## src/rtl/alu_types.sv

```systemverilog
// Shared ALU decode types: RV32I opcode/funct constants, ALU operation select,
// skid occupancy states and the decoded-operation record held in the skid buffer.
package alu_types;

   localparam int XLEN = 32;

   localparam logic [6:0] OPC_OP     = 7'b0110011;
   localparam logic [6:0] OPC_OP_IMM = 7'b0010011;

   localparam logic [2:0] F3_ADD_SUB = 3'b000;
   localparam logic [2:0] F3_SLL     = 3'b001;
   localparam logic [2:0] F3_SLT     = 3'b010;
   localparam logic [2:0] F3_SLTU    = 3'b011;
   localparam logic [2:0] F3_XOR     = 3'b100;
   localparam logic [2:0] F3_SRL_SRA = 3'b101;
   localparam logic [2:0] F3_OR      = 3'b110;
   localparam logic [2:0] F3_AND     = 3'b111;

   localparam logic [6:0] F7_BASE = 7'b0000000;
   localparam logic [6:0] F7_ALT  = 7'b0100000;

   typedef enum logic [3:0] {
      ALU_INVALID = 4'd0,
      ALU_AND     = 4'd1,
      ALU_OR      = 4'd2,
      ALU_XOR     = 4'd3,
      ALU_SLL     = 4'd5,
      ALU_SRL     = 4'd6,
      ALU_SRA     = 4'd7,
      ALU_ADD     = 4'd8,
      ALU_SUB     = 4'd9,
      ALU_SLT     = 4'd10,
      ALU_SLTU    = 4'd11
   } alu_control_t;

   typedef enum logic [1:0] {
      SKID_EMPTY = 2'd0,
      SKID_ONE   = 2'd1,
      SKID_TWO   = 2'd2
   } skid_state_t;

   typedef struct packed {
      logic [XLEN-1:0] a;
      logic [XLEN-1:0] b;
      alu_control_t    control;
      logic [4:0]      rd;
      logic            illegal;
   } alu_op_t;

   localparam alu_op_t ALU_OP_RESET = '{a: '0, b: '0, control: ALU_INVALID, rd: '0, illegal: 1'b0};

   // Base mapping of funct3 when funct7/imm[11:5] selects the non-alternate form.
   function automatic alu_control_t f3_to_control(input logic [2:0] f3);
      alu_control_t ctl;
      case (f3)
         F3_ADD_SUB: ctl = ALU_ADD;
         F3_SLL:     ctl = ALU_SLL;
         F3_SLT:     ctl = ALU_SLT;
         F3_SLTU:    ctl = ALU_SLTU;
         F3_XOR:     ctl = ALU_XOR;
         F3_SRL_SRA: ctl = ALU_SRL;
         F3_OR:      ctl = ALU_OR;
         default:    ctl = ALU_AND;
      endcase
      return ctl;
   endfunction

endpackage

```

## src/rtl/alu_decode.sv

```systemverilog
// Combinational RV32I OP / OP-IMM decode into ALU operands, operation select and rd.
// Anything that is not a legal ALU instruction is flagged illegal with zeroed operands.
module alu_decode
   import alu_types::*;
(
   input  logic [31:0]     instr,
   input  logic [XLEN-1:0] rs1_val,
   input  logic [XLEN-1:0] rs2_val,
   output logic [XLEN-1:0] a,
   output logic [XLEN-1:0] b,
   output alu_control_t    control,
   output logic [4:0]      rd,
   output logic            illegal
);

   logic [6:0]      opcode;
   logic [2:0]      f3;
   logic [6:0]      f7;
   logic [XLEN-1:0] imm_sext;
   logic [XLEN-1:0] shamt_zext;
   logic [XLEN-1:0] b_raw;
   alu_control_t    ctl;
   logic            unused_rs1_idx;

   assign opcode     = instr[6:0];
   assign f3         = instr[14:12];
   assign f7         = instr[31:25];
   assign imm_sext   = {{20{instr[31]}}, instr[31:20]};
   assign shamt_zext = {27'd0, instr[24:20]};
   assign unused_rs1_idx = ^instr[19:15];

   always_comb begin
      ctl   = ALU_INVALID;
      b_raw = '0;
      case (opcode)
         OPC_OP: begin
            b_raw = rs2_val;
            if (f7 == F7_BASE) begin
               ctl = f3_to_control(f3);
            end else if (f7 == F7_ALT && f3 == F3_ADD_SUB) begin
               ctl = ALU_SUB;
            end else if (f7 == F7_ALT && f3 == F3_SRL_SRA) begin
               ctl = ALU_SRA;
            end
         end
         OPC_OP_IMM: begin
            b_raw = imm_sext;
            // Shifts reuse imm[11:5] as a funct7 and take only the 5-bit shamt.
            if (f3 == F3_SLL) begin
               b_raw = shamt_zext;
               if (f7 == F7_BASE) ctl = ALU_SLL;
            end else if (f3 == F3_SRL_SRA) begin
               b_raw = shamt_zext;
               if (f7 == F7_BASE)     ctl = ALU_SRL;
               else if (f7 == F7_ALT) ctl = ALU_SRA;
            end else begin
               ctl = f3_to_control(f3);
            end
         end
         default: ctl = ALU_INVALID;
      endcase
   end

   assign control = ctl;
   assign illegal = (ctl == ALU_INVALID);
   assign a       = illegal ? '0 : rs1_val;
   assign b       = illegal ? '0 : b_raw;
   assign rd      = instr[11:7];

endmodule

```

## src/rtl/alu_issue.sv

```systemverilog
// ALU issue stage: decodes an instruction and holds it in a 2-entry skid buffer.
// Handshake: a side transfers only in a cycle where its valid and ready are both high.
module alu_issue
   import alu_types::*;
#(
   parameter int N = 32
) (
   input  logic         clk,
   input  logic         rst,
   input  logic         in_valid,
   output logic         in_ready,
   input  logic [31:0]  in_instr,
   input  logic [N-1:0] in_rs1_val,
   input  logic [N-1:0] in_rs2_val,
   output logic         out_valid,
   input  logic         out_ready,
   output logic [N-1:0] out_a,
   output logic [N-1:0] out_b,
   output alu_control_t out_control,
   output logic [4:0]   out_rd,
   output logic         out_illegal,
   output skid_state_t  dbg_state
);

   skid_state_t state_q, state_d;
   alu_op_t     head_q, head_d;
   alu_op_t     tail_q, tail_d;
   logic        in_ready_q, in_ready_d;
   alu_op_t     dec;
   logic        accept;
   logic        deq;

   alu_decode u_decode (
      .instr   (in_instr),
      .rs1_val (in_rs1_val),
      .rs2_val (in_rs2_val),
      .a       (dec.a),
      .b       (dec.b),
      .control (dec.control),
      .rd      (dec.rd),
      .illegal (dec.illegal)
   );

   assign accept = in_valid && in_ready_q;
   assign deq    = (state_q != SKID_EMPTY) && out_ready;

   // Head always holds the oldest entry; tail is only occupied in TWO.
   always_comb begin
      state_d = state_q;
      head_d  = head_q;
      tail_d  = tail_q;
      case (state_q)
         SKID_EMPTY: begin
            if (accept) begin
               head_d  = dec;
               state_d = SKID_ONE;
            end
         end
         SKID_ONE: begin
            if (accept && deq) begin
               head_d = dec;
            end else if (accept) begin
               tail_d  = dec;
               state_d = SKID_TWO;
            end else if (deq) begin
               state_d = SKID_EMPTY;
            end
         end
         SKID_TWO: begin
            if (deq) begin
               head_d  = tail_q;
               state_d = SKID_ONE;
            end
         end
         default: state_d = SKID_EMPTY;
      endcase
      in_ready_d = (state_d != SKID_TWO);
   end

   always_ff @(posedge clk or negedge rst) begin
      if (!rst) begin
         state_q    <= SKID_EMPTY;
         head_q     <= ALU_OP_RESET;
         tail_q     <= ALU_OP_RESET;
         in_ready_q <= 1'b0;
      end else begin
         state_q    <= state_d;
         head_q     <= head_d;
         tail_q     <= tail_d;
         in_ready_q <= in_ready_d;
      end
   end

   assign in_ready    = in_ready_q;
   assign out_valid   = (state_q != SKID_EMPTY);
   assign out_a       = head_q.a;
   assign out_b       = head_q.b;
   assign out_control = head_q.control;
   assign out_rd      = head_q.rd;
   assign out_illegal = head_q.illegal;
   assign dbg_state   = state_q;

endmodule

```

## config.mk

```make
export PLATFORM = sky130hd
export DESIGN_NAME = alu_issue
export DESIGN_NICKNAME = d
export VERILOG_FILES = /design/src/rtl/alu_types.sv /design/src/rtl/alu_decode.sv /design/src/rtl/alu_issue.sv
export SDC_FILE = /design/constraint.sdc
export NUM_CORES = 1
export LEC_CHECK = 0
export ABC_AREA = 0
export CAP_MARGIN = 20
export CORE_AREA = 2 2 123 125
export DETAILED_ROUTE_END_ITERATION = 10
export DIE_AREA = 0 0 125 127
export PLACE_DENSITY = 0.79
export SYNTH_ARGS = -nofsm -noshare
export SYNTH_HDL_FRONTEND = slang
export SYNTH_SLANG_ARGS = --single-unit
```

## constraint.sdc

```tcl
create_clock -name clk -period 2.5 [get_ports clk]
set_clock_uncertainty 0.05 [all_clocks]
set_input_delay 0.5 -clock clk [delete_from_list [all_inputs] [get_ports clk]]
set_output_delay 0.5 -clock clk [all_outputs]
set_load 0.005 [all_outputs]
```

==> results.json, run 1 <==
{
  "status": "finished, final reports clean",
  "drt-initial-drc-count": 701,
  "via_count": 6618,
  "wirelength_um": 18900,
  "tightest_slew_ns": 0.489,
  "synth.area.top_cells": "dfrtp_1 (53%), nand2_1 (16%), o21ai_0 (8.8%)",
  "port_buffers": 172,
  "cp-end-kind": "flip-flop",
  "r2r_slack_ns": 0.44,
  "rr_startpoint": "dbg_state[1]",
  "finalSetupViolations": 0,
  "period_minus_slack_ns": 2.34,
  "syn_nets": 928,
  "max_freq_mhz": 427,
  "clk_pin_slew_worst_paths_ns": 0.06,
  "n_fill_cell": 1175,
  "syn_avg_cell_area_sq_um": 8.56,
  "min_from": "tail_q[1]",
  "antenna_found_initial": 1,
  "rows": 44,
  "worst-setup-path-type": "input pin to flip-flop",
  "p_total_w": 0.00897,
  "first_global_vias": 6254,
  "clkLatencyLatePin_ns": 0.41,
  "core-area_sq_um": 14400,
  "syn_area_sq_um": 7090,
  "ios": 178,
  "required_ns": 2.74,
  "place.gp.congestion": 0.875,
  "crit_fanout": 25,
  "wire_per_inst_um": 15.7,
  "ys.flop_type": "dfrtp_1",
  "p_leak_nw": 4.12,
  "finalNetCount": 1109,
  "final_antenna_net_count": 0,
  "drc": 0,
  "finalMaxSlewViolations": 0,
  "peakVddDrop_v": 0.000582,
  "clock_sinks": 151,
  "h-tree-depth": 4,
  "multi_input_area_sq_um": 3100,
  "ff2ff_path_depth": 5,
  "fin_crit_sh": 0.936,
  "hold_violations": 0,
  "grt_first_pass_wirelength_um": 31400,
  "diodes": 0,
  "relSlewSlack": 0.674,
  "dp_hpwl_um": 12600,
  "startpoint_type": "input pin",
  "maxCapViolCount": 0,
  "layout-drive-gt1-share": 0.106,
  "track_usage": 0.242,
  "area_growth_pct": 41.2,
  "placedCellCount": 1173,
  "cts_tree": "yes",
  "cp_data_arrival_time_ns": 2.58,
  "synth_top_cell_area_share": 0.533,
  "viasPerCell": 5.51,
  "cp-endpoint": "out_a[28]",
  "netlist_instances": 828,
  "cts_buffers": 17,
  "power_density_nw_per_um2": 896,
  "final_cells": 1202,
  "fp.dieArea_sq_um": 15900,
  "yosysTopAreaCell": "dfrtp_1",
  "dieHeight_um": 127,
  "hold_class": "flip-flop to flip-flop",
  "crit_path_start": "in_instr[14]",
  "reg2reg_to": "out_illegal",
  "synth-seq-area-share": 0.533,
  "clk_path_buf_depth": 2,
  "grt-ovfl-total": 0,
  "dieWidth_um": 125,
  "ys_ff_latch": 151,
  "cts-root-buf": "clkbuf_16",
  "synthArstFlopShare": 1.00,
  "grt_max_degree": 51,
  "ys_warn_count": 0,
  "start_util": 0.491,
  "ff_latch_area_sq_um": 3780,
  "synth_edf_count": 0,
  "firstDrtPassIters": 5,
  "rsz0062_at_grt": "false",
  "synth_cell_types": 43
}
==> logic make-up after synthesis <==
logic type | share of synthesized area
compound gates | 0.209
buf+inv | 0.0438
simple gates | 0.202
mux | 0.0101
xor+xnor | 0.00247
flops | 0.533
==> how the worst min path moves through the flow <==
stage,endpoint,cells after the start
finish,tail_q[1],2
global route,tail_q[34],2
CTS,tail_q[2],2
detailed placement,out_b[19],1
global placement,out_b[15],1
floorplan,dbg_state[0],0
==> flip-flops by register name, indices dropped and copies added (netlist names) <==
name / flops
out_illegal: 1
out_b: 32
dbg_state: 2
out_rd: 5
in_ready: 1
tail_q: 74
out_a: 32
out_control: 4
==> layout by cell type, fill, tap and decap left out, types with 2 or more instances in the layout <==
master | synthesis | layout
a211oi_2 | 2 | 2
a21oi_1 | 31 | 31
a22oi_1 | 6 | 6
a31oi_1 | 9 | 9
a32oi_1 | 2 | 2
buf_12 | 0 | 15
buf_4 | 0 | 43
clkbuf_1 | 46 | 4
clkbuf_16 | 0 | 17
clkbuf_8 | 0 | 3
clkdlybuf4s50_1 | 0 | 171
clkinv_2 | 0 | 2
dfrtp_1 | 151 | 151
inv_1 | 4 | 4
mux2i_1 | 6 | 6
nand2_1 | 293 | 292
nand2b_1 | 5 | 5
nand3_1 | 3 | 3
nor2_1 | 20 | 17
nor2_2 | 0 | 2
nor2b_1 | 6 | 5
nor4_1 | 2 | 2
nor4_4 | 1 | 2
o21ai_0 | 125 | 125
o22ai_1 | 7 | 7
o31ai_1 | 59 | 50
o31ai_2 | 0 | 9
or4_1 | 5 | 5
xnor2_1 | 2 | 2
==> metrics by stage <==
step | cell area (sq um) | setup WS (ns) | TNS [ns] | hold slack (ns) | util
6_report | 10000 | 0.159 | 0 | 0.421 | 0.694
4_1_cts | 9960 | 0.127 | 0 | 0.426 | 0.691
3_3_place_gp | 9420 | -0.247 | -25.46 | 0.373 | 0.653
5_1_grt | 10000 | 0.0171 | 0 | 0.438 | 0.694
3_5_place_dp | 9420 | -0.283 | -27.66 | 0.378 | 0.653
2_1_floorplan | 7090 | 0.298 | 0 | 0.154 | -
==> synth_stat cells, types with 2 or more instances <==
cell,count
xnor2_1,2
nand3_1,3
nor2b_1,6
buf_1,4
inv_1,4
o22ai_1,7
o31ai_1,59
mux2i_1,6
o21ai_0,125
buf_2,17
clkbuf_1,46
nor2_1,20
nand2b_1,5
dfrtp_1,151
buf_6,2
nand2_1,293
a31oi_1,9
a32oi_1,2
or4_1,5
a21oi_1,31
nor4_1,2
a22oi_1,6
nor4_2,2
a211oi_2,2
==> report_power, final <==
group	switching, W	leakage (nW)	internal (W)
combinational	0.00141	1.91	0.00172
clock	0.000926	0.258	0.00142
sequential	0.000391	1.95	0.00310
==> repair_timing <==
action                     CTS  global route
hold buffers                 1             0
buffers inserted             0             0
setup endpoints to repair    0            11
hold endpoints to repair    35             0
resized for setup            0             9
==> worst max-delay path, stage by stage <==
cell	delay, ns
clkdlybuf4s50_1	0.48
buf_4	0.20
xnor2_1	0.12
a31oi_1	0.20
nor4_2	0.07
buf_4	0.15
nor4_4	0.30
buf_12	0.23
buf_12	0.18
o21ai_0	0.11
==> routing by layer <==
metal | up-vias | GRT usage | routed length [um]
li1 | 3204 | - | -
met1 | 3169 | 0.324 | 8410
met2 | 210 | 0.391 | 8970
met3 | 33 | 0.0561 | 1060
met4 | 2 | 0.0850 | 410
met5 | - | 0 | 14
==> layout make-up <==
type / count / area share
clock buffers: 24 / 0.0481
clock inverters: 4 / 0.00475
inverters: 4 / 0.00150
multi-input cells: 604 / 0.309
flip-flops and latches: 151 / 0.378
well taps: 184 / 0.0230
repair buffers: 231 / 0.235
Note: power is estimated with default switching activity, not from simulation.
==> inputs of run 2 (changes only) <==
Settings changed: CORE_AREA 2 2 123 125 to 3 3 124 126, DIE_AREA 0 0 125 127 to 0 0 127 129.
==> results.json, run 2 (same netlist as run 1, synthesis figures left out) <==
{
  "relSlewSlack": 0.672,
  "worst-setup-path-type": "input pin to flip-flop",
  "place.gp.congestion": 0.817,
  "h-tree-depth": 4,
  "port_buffers": 172,
  "rsz0062_at_grt": "false",
  "clock_sinks": 151,
  "finalNetCount": 1101,
  "finalSetupViolations": 0,
  "ff2ff_path_depth": 6,
  "power_density_nw_per_um2": 927,
  "min_from": "tail_q[34]",
  "cts-root-buf": "clkbuf_16",
  "grt-ovfl-total": 0,
  "wirelength_um": 18700,
  "use_met1": 0.311,
  "finalMaxSlewViolations": 0,
  "drt-initial-drc-count": 605,
  "grt_max_degree": 97,
  "busiest_layer": "met2",
  "clk_pin_slew_worst_paths_ns": 0.06,
  "drc": 0,
  "dieWidth_um": 127,
  "fp.dieArea_sq_um": 16400,
  "cts_buffers": 17,
  "use_met3": 0.0523,
  "clk_path_buf_depth": 2,
  "hold_class": "flip-flop to flip-flop",
  "cp_data_arrival_time_ns": 2.62,
  "wire_per_inst_um": 15.6,
  "antenna_found_initial": 0,
  "viasPerCell": 5.40,
  "fin_ws_ns": 0.137,
  "grt_first_pass_wirelength_um": 30400,
  "n_fill_cell": 1175,
  "path_buf_inv": 3,
  "crit_path_frequent_cell": "nor4_4",
  "clkLatencyLatePin_ns": 0.42,
  "crit_cells": 8,
  "layout-drive-gt1-share": 0.0976,
  "fin_tns_setup_ns": 0,
  "status": "finished, final reports clean",
  "final_cell_mix": "nand2_1 (292), clkdlybuf4s50_1 (170), dfrtp_1 (151)",
  "post-cts-setup-buffers": 0,
  "cp-end-kind": "flip-flop",
  "period_minus_slack_ns": 2.36,
  "largest_register": "tail_q",
  "diodes": 0,
  "crit_fanout": 69,
  "firstDrtPassIters": 5,
  "via_count": 6470,
  "worstPathCellList": "clkdlybuf4s50_1, nor4_4, o211ai_1, a221oi_1, buf_4, nor4_4, buf_12, o31ai_1",
  "cts_tree": "yes",
  "peakVddDrop_v": 0.000507,
  "fin_crit_sh": 0.945,
  "required_ns": 2.76,
  "track_usage": 0.230,
  "dp_slack_ns": -0.379,
  "start_util": 0.491,
  "dieHeight_um": 129,
  "ios": 178,
  "rows": 44,
  "layout_commonest_cell": "nand2_1",
  "crit_path_start": "in_instr[26]",
  "slowest_delay_ns": 0.46,
  "worst_path_dominant_cell_family": "buffers and inverters",
  "first_global_vias": 6055,
  "tightest_slew_ns": 0.492,
  "maxCapViolCount": 0,
  "p_leak_nw": 4.08,
  "area_growth_pct": 39.7,
  "slowest_stage": "nor4_4",
  "hold-path-cell-count": 2,
  "final_antenna_net_count": 0,
  "dp_hpwl_um": 12200,
  "met2_usage": 0.374,
  "core-area_sq_um": 14400,
  "rr_startpoint": "dbg_state[1]",
  "max_freq_mhz": 423,
  "largest_register_ffs": 74,
  "hold_violations": 0,
  "startpoint_type": "input pin"
}
## run 2: cell type report
cell class                 count  area [sq um]  area share
clock buffer                  20           467      0.0471
clock inverter                12           140      0.0142
inverter                       4          15.0     0.00152
multi-input combinational    604          3050       0.308
sequential                   151          3780       0.382
tap                          184           230      0.0233
timing repair buffer         223          2220       0.224
## run 2: path summary, 6_finish.rpt
path | to | slack (ns)
min in group asynchronous | out_a[3] | 0.46
worst min-delay path | tail_q[34] | 0.42
worst max register to register | out_b[17] | 0.34
max in group asynchronous | out_rd[1] | 1.22
worst min register to register | tail_q[34] | 0.42
worst max-delay path | tail_q[40] | 0.14
## run 2: power by group
part           switching, W  internal (W)  total, W
clock               0.00103       0.00156   0.00260
sequential         0.000393       0.00310   0.00349
combinational       0.00140       0.00169   0.00309
total               0.00282       0.00635   0.00918
## run 2: what timing repair did
| item | CTS | global route |
|---|---|---|
| hold endpoints to repair | 24 | 0 |
| setup endpoints to repair | 0 | 45 |
| resized for setup | 0 | 3 |
| hold buffers | 1 | 0 |
## run 2: tightest hold or removal path, delay by kind of cell (launching register included)
family | cells | cell delay (ns)
AO/OA/AOI/OAI | 1 | 0.06
AND/OR/NAND/NOR | 1 | 0.05
flip-flops | 1 | 0.34
## run 2: through the flow
stage	std cells	hold slack [ns]	util	total power, W	area (sq um)
2_1_floorplan	828	0.154	-	0.00466	7090
3_3_place_gp	1165	0.338	0.643	0.00655	9270
3_5_place_dp	1165	0.342	0.643	0.00663	9270
4_1_cts	1198	0.429	0.686	0.00927	9890
5_1_grt	1198	0.448	0.686	0.00970	9900
6_report	1198	0.424	0.686	0.00918	9900
## run 2: routing by layer
layer | share of wire | up-vias
met3 | 0.054 | 22
met2 | 0.49 | 188
li1 | - | 3183
met5 | 0 | -
met4 | 0.015 | 0
met1 | 0.44 | 3077
==> inputs of run 3 (changes only) <==
Settings changed: REMOVE_ABC_BUFFERS set to 1.
==> results.json, run 3 (same netlist as run 1, synthesis figures left out) <==
{
  "status": "finished, final reports clean",
  "clock_sinks": 151,
  "p_total_w": 0.00906,
  "via_count": 6518,
  "startpoint_type": "input pin",
  "whs_ns": 0.425,
  "cts_tree": "yes",
  "crit_fanout": 20,
  "wl_met1_um": 8310,
  "cts_buffers": 17,
  "grt_max_degree": 82,
  "cp-endpoint": "tail_q[41]",
  "clk_path_buf_depth": 2,
  "layout_commonest_cell": "nand2_1",
  "period_minus_slack_ns": 2.40,
  "final_core_util": 0.687,
  "highest_layer": "met4",
  "peakVddDrop_v": 0.000529,
  "fin_crit_sh": 0.962,
  "fp.dieArea_sq_um": 16400,
  "clk_pin_slew_worst_paths_ns": 0.05,
  "viasPerCell": 5.45,
  "reg2reg_to": "out_b[3]",
  "cp-end-kind": "flip-flop",
  "hold_violations": 0,
  "place.gp.congestion": 0.879,
  "cp_data_arrival_time_ns": 2.66,
  "diodes": 0,
  "power_density_nw_per_um2": 915,
  "h-tree-depth": 4,
  "finalMaxSlewViolations": 0,
  "rows": 44,
  "largest_register_ffs": 74,
  "dieHeight_um": 129,
  "drc": 0,
  "dieWidth_um": 127,
  "post-cts-setup-buffers": 0,
  "start_util": 0.491,
  "dp_hpwl_um": 12500,
  "worst-setup-path-type": "input pin to flip-flop",
  "maxCapViolCount": 0,
  "fin_ws_ns": 0.0951,
  "max_freq_mhz": 416,
  "finalNetCount": 1100,
  "grt_first_pass_wirelength_um": 31000,
  "area_growth_pct": 39.8,
  "rr_startpoint": "dbg_state[1]",
  "antenna_found_initial": 0,
  "cts-root-buf": "clkbuf_16",
  "port_buffers": 172,
  "finalSetupViolations": 0,
  "dr_wl_met3_um": 1040,
  "wire_per_inst_um": 15.8,
  "clkLatencyLatePin_ns": 0.42,
  "dp_slack_ns": -0.333,
  "drt-initial-drc-count": 582,
  "p_leak_nw": 4.04,
  "tightest_slew_ns": 0.489,
  "track_usage": 0.235,
  "first_global_vias": 6336,
  "ios": 178,
  "required_ns": 2.75,
  "firstDrtPassIters": 5,
  "hold-path-cell-count": 2,
  "largest_register": "tail_q",
  "final_antenna_net_count": 0,
  "final_cell_mix": "nand2_1 (292), clkdlybuf4s50_1 (171), dfrtp_1 (151)",
  "fin_tns_setup_ns": 0,
  "ff2ff_path_depth": 5,
  "relSlewSlack": 0.671,
  "hold_class": "flip-flop to flip-flop",
  "core-area_sq_um": 14400,
  "layout-drive-gt1-share": 0.0958,
  "rsz0062_at_grt": "false",
  "grt-ovfl-total": 0,
  "crit_path_start": "in_instr[27]",
  "wirelength_um": 18900,
  "wl_met2_um": 9310,
  "r2r_slack_ns": 0.51
}
run 3: through the flow:
stage / area [sq um] / std cells
floorplan: 6790 / 759
global placement: 9320 / 1164
detailed placement: 9320 / 1164
CTS: 9900 / 1197
global route: 9910 / 1197
finish: 9910 / 1197
run 3: how the worst min path moves through the flow:
| stage | endpoint | start |
|---|---|---|
| 6_report | tail_q[26] | tail_q[26] |
| 5_1_grt | tail_q[5] | tail_q[5] |
| 3_3_place_gp | out_a[28] | rst |
| 2_1_floorplan | dbg_state[0] | rst |
| 4_1_cts | tail_q[31] | tail_q[31] |
| 3_5_place_dp | out_a[28] | rst |
run 3: final cells by class:
| class | count | area (sq um) |
|---|---|---|
| fill | 1173 | 4520 |
| sequential | 151 | 3780 |
| multi-input combinational | 604 | 3060 |
| timing repair buffer | 222 | 2250 |
| clock buffer | 20 | 447 |
| tap | 184 | 230 |
| clock inverter | 12 | 129 |
| inverter | 4 | 15.0 |
run 3: repair_timing:
item / in CTS / in global routing
hold buffers: 1 / 0
endpoints found under the setup margin: 0 / 11
resized for setup: 0 / 1
hold endpoints to repair: 44 / 0
run 3: where the power goes:
group	leakage (nW)	switching, W	total (W)	internal, W
logic	1.83	0.00140	0.00311	0.00170
registers	1.95	0.000375	0.00347	0.00310
clock network	0.264	0.000994	0.00248	0.00149
total	4.04	0.00277	0.00906	0.00629
run 3: worst max-delay path, stage by stage:
cell and delay [ns]:
clkdlybuf4s50_1 0.46, nor4_4 0.44, nand2_2 0.15, o32ai_2 0.39
nor4_4 0.11, buf_12 0.17, buf_12 0.15, o31ai_1 0.28
run 3: per-layer routing:
layer / global-route usage / up-vias
met1: 0.314 / 3120
li1: - / 3178
met2: 0.382 / 200
met4: 0.0763 / 0
met3: 0.0527 / 20
met5: 0 / -
